[config.mk]
export PLATFORM = sky130hd
export DESIGN_NAME = slow_memory_arbiter
export DESIGN_NICKNAME = d
export VERILOG_FILES = /design/src/rtl/slow_memory_arbiter.sv
export SDC_FILE = /design/constraint.sdc
export NUM_CORES = 1
export LEC_CHECK = 0
export CORE_ASPECT_RATIO = 1.1
export CORE_MARGIN = 3
export CORE_UTILIZATION = 36
export CTS_BUF_LIST = sky130_fd_sc_hd__clkbuf_8
export CTS_CLUSTER_DIAMETER = 60
export CTS_CLUSTER_SIZE = 14
export DETAILED_ROUTE_END_ITERATION = 12
export MAX_ROUTING_LAYER = met4
export PLACE_DENSITY = 0.95
export SLEW_MARGIN = 5
export SYNTH_ARGS = -nofsm -noshare
export SYNTH_HDL_FRONTEND = slang
export SYNTH_SLANG_ARGS = --single-unit
[constraint.sdc]
create_clock -name clk_i -period 4 [get_ports clk_i]
set_input_delay 0.8 -clock clk_i [delete_from_list [all_inputs] [get_ports clk_i]]
set_output_delay 0.8 -clock clk_i [all_outputs]
set_load 0.02 [all_outputs]
[src/rtl/slow_memory_arbiter.sv]
// Round-robin arbiter giving NumReq requesters single-outstanding access to a slow memory; grant and response pass through combinationally (no added latency).
// Memory backpressure (mem_rready_i low) locks the chosen requester in HOLD; optional response watchdog enabled by SLOW_MEMORY_ARB_TIMEOUT_EN.
module slow_memory_arbiter #(
  parameter int NumReq        = 2,
  parameter int AddrWidth     = 10,
  parameter int TimeoutCycles = 64
) (
  input  logic                      clk_i,
  input  logic                      rst_ni,
  input  logic [NumReq-1:0]         req_i,
  input  logic [NumReq-1:0]         we_i,
  input  logic [NumReq*AddrWidth-1:0] addr_i,
  input  logic [NumReq*32-1:0]      wdata_i,
  input  logic [NumReq*4-1:0]       be_i,
  output logic [NumReq-1:0]         gnt_o,
  output logic [NumReq-1:0]         rvalid_o,
  output logic [31:0]               rdata_o,
  output logic [NumReq-1:0]         err_o,
  output logic                      mem_req_o,
  output logic                      mem_we_o,
  output logic [AddrWidth-1:0]      mem_addr_o,
  output logic [31:0]               mem_wdata_o,
  output logic [3:0]                mem_be_o,
  input  logic                      mem_rready_i,
  input  logic [31:0]               mem_rdata_i,
  input  logic                      mem_rvalid_i
);

  localparam int IdxW = (NumReq > 1) ? $clog2(NumReq) : 1;

  if (NumReq < 2 || NumReq > 8 || TimeoutCycles < 2 || TimeoutCycles > 255) begin : g_param_check
    $error("slow_memory_arbiter: parameter out of range");
  end

  typedef enum logic [1:0] {IDLE, HOLD, WAIT_RESP} state_e;

  state_e          state_q, state_d;
  logic [IdxW-1:0] rr_ptr_q, rr_ptr_d;
  logic [IdxW-1:0] owner_q, owner_d;
  logic [IdxW-1:0] winner;
  logic            winner_vld;

  function automatic logic [IdxW-1:0] next_idx(input logic [IdxW-1:0] idx);
    if (int'(idx) == NumReq - 1) return '0;
    return idx + 1'b1;
  endfunction

  // Scan upward from rr_ptr with wrap; first asserted request wins.
  always_comb begin
    int j;
    winner     = '0;
    winner_vld = 1'b0;
    j          = 0;
    for (int i = 0; i < NumReq; i++) begin
      j = int'(rr_ptr_q) + i;
      if (j >= NumReq) j = j - NumReq;
      if (!winner_vld && req_i[j]) begin
        winner_vld = 1'b1;
        winner     = IdxW'(j);
      end
    end
  end

`ifdef SLOW_MEMORY_ARB_TIMEOUT_EN
  logic [7:0] wd_q;
  logic       wd_hit;

  assign wd_hit = (wd_q == 8'(TimeoutCycles - 1));

  // Held at zero outside WAIT_RESP, so every wait starts counting from zero.
  always_ff @(posedge clk_i or negedge rst_ni) begin
    if (!rst_ni)                  wd_q <= '0;
    else if (state_q != WAIT_RESP) wd_q <= '0;
    else                          wd_q <= wd_q + 8'd1;
  end
`endif

  always_comb begin
    logic [IdxW-1:0] sel;
    state_d     = state_q;
    rr_ptr_d    = rr_ptr_q;
    owner_d     = owner_q;
    gnt_o       = '0;
    rvalid_o    = '0;
    err_o       = '0;
    rdata_o     = '0;
    mem_req_o   = 1'b0;
    mem_we_o    = 1'b0;
    mem_addr_o  = '0;
    mem_wdata_o = '0;
    mem_be_o    = '0;
    sel         = (state_q == IDLE) ? winner : owner_q;

    // Outputs are forced quiet while reset is held, regardless of inputs.
    if (rst_ni) begin
      if ((state_q == IDLE && winner_vld) || state_q == HOLD) begin
        mem_req_o   = 1'b1;
        mem_we_o    = we_i[sel];
        mem_addr_o  = addr_i[int'(sel)*AddrWidth +: AddrWidth];
        mem_wdata_o = wdata_i[int'(sel)*32 +: 32];
        mem_be_o    = be_i[int'(sel)*4 +: 4];
      end

      case (state_q)
        IDLE: begin
          if (winner_vld) begin
            owner_d = winner;
            if (mem_rready_i) begin
              gnt_o[winner] = 1'b1;
              rr_ptr_d      = next_idx(winner);
              state_d       = WAIT_RESP;
            end else begin
              state_d = HOLD;
            end
          end
        end
        HOLD: begin
          if (mem_rready_i) begin
            gnt_o[owner_q] = 1'b1;
            rr_ptr_d       = next_idx(owner_q);
            state_d        = WAIT_RESP;
          end
        end
        WAIT_RESP: begin
          if (mem_rvalid_i) begin
            rvalid_o[owner_q] = 1'b1;
            rdata_o           = mem_rdata_i;
            state_d           = IDLE;
          end
`ifdef SLOW_MEMORY_ARB_TIMEOUT_EN
          else if (wd_hit) begin
            rvalid_o[owner_q] = 1'b1;
            err_o[owner_q]    = 1'b1;
            rdata_o           = 32'hBADC_AB1E;
            state_d           = IDLE;
          end
`endif
        end
        default: state_d = IDLE;
      endcase
    end
  end

  always_ff @(posedge clk_i or negedge rst_ni) begin
    if (!rst_ni) begin
      state_q  <= IDLE;
      rr_ptr_q <= '0;
      owner_q  <= '0;
    end else begin
      state_q  <= state_d;
      rr_ptr_q <= rr_ptr_d;
      owner_q  <= owner_d;
    end
  end

endmodule
; ---- Yosys cells after proc, flatten, opt, wreduce, memory -nomap -nowiden
; Cells that the tools add are included.
[totals]
register_bits = 4
output_inout_bits = 86
word_cells = 100
[classes]
n_addsub = 5
mul = 1
order_cmp = 9
n_eq_ne = 6
n_shift = 3
mux = 62
n_reduce_logical = 11
[ops]
columns = operator, count
row1 = $mux W32, 7
row2 = $lt A32 B3 Y1 const B, 2
row3 = $shiftx A64 B7 Y32, 1
row4 = $mux W1, 35
row5 = $mux W2, 11
row6 = $mux W10, 2
row7 = $shiftx A20 B6 Y10, 1
row8 = $mux W4, 2
row9 = $ne A2 B2 Y1 const B, 4
row10 = $shiftx A8 B4 Y4, 1
row11 = $lt A1 B2 Y1 const B, 3
row12 = $pmux W2 S3, 1
row13 = $reduce_and A5 Y1, 1
row14 = $logic_and A1 B1 Y1, 4
row15 = $mul A1 B3 Y4 const B, 1
row16 = $pmux W2 S2, 1
row17 = $reduce_and A4 Y1, 1
row18 = $reduce_and A3 Y1, 1
row19 = $sub A1 B2 Y3 const B, 1
row20 = $sub A2 B2 Y3 const B, 1
row21 = $add A1 B1 Y1 const B, 2
row22 = $add A1 B1 Y2 const B, 1
row23 = $demux W1 S1, 2
row24 = $eq A2 B1 Y1 const B, 1
row25 = other kinds (9), 10

; ---- Logic depth before layout (Yosys ltp)
[logic_depth]
word_depth = 18
depth_mapped = 6
ltp_nobuf = 3

; ---- Least setup slack after synthesis
; No wires, ideal clock.
[synth_path]
path_kind = input -> output
start = in req_i[1]
end = out mem_wdata_o[10]
arrival_time_ps = 2027
required_ps = 3200
setup_slack_ps = 1173
cell_stages = 6
path_cell_list = buf_2 -> nor3_1 -> or3b_4 -> buf_6 -> buf_6 -> a31oi_1
[synth_between]
elab_chain_cells = 11
word_cells_on_any_way = 18
classes_between = shift: 1 / mux: 13 / reduce/logical: 4
[synth_rtl]
columns = item, line_no
row1 = start: declaration, 10  ; input logic [NumReq-1:0] req_i,
row2 = $mux W1 (not written as such) (3 in series), 57  ; if (!winner_vld && req_i[j]) begin
row3 = $mux W1, 57
row4 = $logic_not A1 Y1, 57
row5 = $logic_and A1 B1 Y1, 57
row6 = $mux W1, 57
row7 = $mux W1 / $logic_and A1 B1 Y1 (equally long branches), "92, 96"
row8 = $shiftx A64 B7 Y32 / $logic_or A1 B1 Y1 (equally long branches), "100, 96"
row9 = $mux W32 *, 96  ; if ((state_q == IDLE && winner_vld) || state_q == HOLD) begin
row10 = $mux W32 *, 95  ; if (rst_ni) begin
row11 = end: declaration, 22  ; output logic [31:0] mem_wdata_o,
; Every way passes the cells marked *; elsewhere a longest branch is shown, timed or not. The select of a mux whose other input is x is not followed.

; ---- Worst setup path after layout
[layout_path]
start = in req_i[0]
end = out mem_wdata_o[13]
; The elaborated chain is that of the path after synthesis.

==> impl_metrics.tcl <==
set metrics [dict create \
    fillerInstances 540 \
    end_kind "output pin" \
    tightest_slew_ns 0.708 \
    synth_edf_count 0 \
    setup_tns_ns 0 \
    place_area_mm2 0.00465 \
    power.density_mw_per_mm2 306 \
    postCtsSetupBuffers 0 \
    core.rowCount 31 \
    worstPathArrival_ns 3.04 \
    critPathLaunchType "input port" \
    ys_ff_latch 4 \
    worstPathRequired_ns 3.20 \
    initial_core_util 0.377 \
    grt_pass1_vias 3719 \
    clkSinkCount 4 \
    skew_ns 0.00296 \
    cp_max_fo 20 \
    ir_drop_mv 0.312 \
    synthToLayoutAreaGrowth_pct 86.5 \
    grt_max_degree 79 \
    drtPass1Iterations 4 \
    grt_pass1_wl_um 18000 \
    avgRoutedWirePerCell_um 17.6 \
    hold_slack_ns 0.675 \
    antenna_found_initial 0 \
    drc 0 \
    yosys.area.top_type "a21o_1" \
    post-route-period-util 0.960 \
    ys_warn_count 0 \
    cp_slowest_cell "clkdlybuf4s50_1" \
    synthCells 407 \
    synthArstFlopShare 1.00 \
    crit_path_frequent_cell "clkdlybuf4s50_1" \
    die_w_um 85.7 \
    htree_levels 1 \
    leakage_nw 1.69 \
    n_antenna_cell 0 \
    vias 3938 \
    max_cap_violations 0 \
    drt_iter0_drc 220 \
    core_mm2 0.00667 \
    min_path_type "reg2reg" \
    vias_per_cell 5.91 \
    synth_area_mm2 0.00252 \
    clock_latency_ns 0.23 \
    final_area_mm2 0.00469 \
    dieArea_mm2 0.00803 \
    routed_wirelength_um 11700 \
    cp_cell_sequence "clkdlybuf4s50_1, nor3_1, or3b_4, buf_4, a31oi_1, clkdlybuf4s50_1" \
    finalSetupViolCount 0 \
    gr-total-overflow 0 \
    rsz0062_at_grt "false" \
    drive_gt1_frac 0.0394 \
    ctsHoldBuffers 0 \
    yosysMostFrequentCell "nand2_1" \
    fmax_mhz 260 \
    synth_cell_type_count 29 \
    cts_made_buffers 3 \
    clkTransAtPathRegs_ns 0.04 \
    clock-root-buffer "clkbuf_8" \
    clockBufferDepth 2 \
    cpPeakStageDelay_ns 0.65 \
    outcome "completed" \
    io_buffers 215 \
    grt_util_all_layers 0.275 \
    crit_type "in2out" \
    fin_nets 717 \
    synth_ff_type "dfrtp_1" \
    ios 218 \
    maxSlewViolCount 0 \
    chipHeight_um 93.7 \
    dp_hpwl_um 8610 \
    period_needed_ns 3.84 \
    synth_common_cells "nand2_1, a31oi_1, nand2b_1" \
    ys_seq_area_frac 0.0398 \
    post_cts_resized 0 \
    slew_headroom 0.528 \
    synthTopCellsByArea "a21o_1, o211ai_1, a31oi_1" \
    ant_nets 0 \
    synth_top_cell_area_share 0.140 \
    cts_tree "done" \
    avgSynthCellArea_um2 6.19 \
    routabilityCongestion 0.838 \
    hold_viol 0 \
]
-- critical path: cells and delay by family --
kind | cells | cell delay (ns)
simple gates | 2 | 0.50
buf+inv | 3 | 1.49
compound gates | 1 | 0.24
-- registers in the layout (all words and copies together), names as in the netlist --
| signal | cells |
|---|---|
| state_q | 2 |
| rr_ptr_q | 1 |
| owner_q | 1 |
-- final timing paths --
path | end | depth (start not counted) | slack (ns) | startpoint
setup reg to reg | rr_ptr_q | 4 | 2.50 | owner_q
setup / recovery | mem_wdata_o[13] | 6 | 0.16 | req_i[0]
hold / removal | state_q[1] | 2 | 0.68 | state_q[1]
min in group asynchronous | state_q[0] | 2 | 0.95 | rst_ni
max in group asynchronous | owner_q | 2 | 2.92 | rst_ni
hold reg to reg | state_q[1] | 2 | 0.68 | state_q[1]
-- where the power goes --
part           internal, mW  switching (mW)  leakage, nW
sequential           0.0534          0.0645       0.0477
clock                0.0661          0.0280       0.0269
combinational         0.594           0.629         1.62
total                 0.713           0.722         1.69
-- cell families (layout without fill, tap and decap cells) --
kind of cell,after synthesis,in the layout,synth area share
flops,4,4,0.0398
simple gates,189,189,0.423
buf+inv,60,236,0.111
compound gates,152,152,0.421
other cells,1,2,0.00149
mux,1,1,0.00398
-- cells in the final DEF (no fill, tap or decap), types with 2 or more instances in the layout --
cell type / count
o211ai_1: 47
a21oi_1: 5
o21ai_0: 3
buf_4: 12
clkdlybuf4s50_1: 214
a31oi_1: 48
dfrtp_1: 3
inv_1: 4
and2_1: 33
conb_1: 2
nand4_1: 47
a21o_1: 47
clkbuf_8: 3
nand2_1: 50
nand2b_1: 47
nand3_1: 2
buf_12: 2
-- layout make-up --
type / count / area [um2] / area share
Timing Repair Buffer: 229 / 2280 / 0.485
Clock inverter: 1 / 3.75 / 0.000800
Inverter: 3 / 11.3 / 0.00240
Tap cell: 82 / 103 / 0.0219
Multi-Input combinational cell: 344 / 2160 / 0.459
Sequential cell: 4 / 101 / 0.0216
Clock buffer: 3 / 41.3 / 0.00880
-- metrics by stage --
step	setup WS (ns)	total power, mW	util	std cells
after CTS	0.171	1.43	0.704	666
after floorplan	1.17	0.887	-	408
final	0.159	1.44	0.704	666
after global placement	0.284	1.29	0.697	662
after global routing	0.0860	1.55	0.704	666
after detailed placement	0.191	1.33	0.697	662
-- metal layers --
metal,vias to the layer above,global-route usage,share of wire
li1,1878,-,-
met1,1848,0.340,0.39
met2,182,0.464,0.51
met3,30,0.0404,0.069
met4,0,0.0792,0.028
met5,-,-,0
Power figures use the tool's default switching activity.
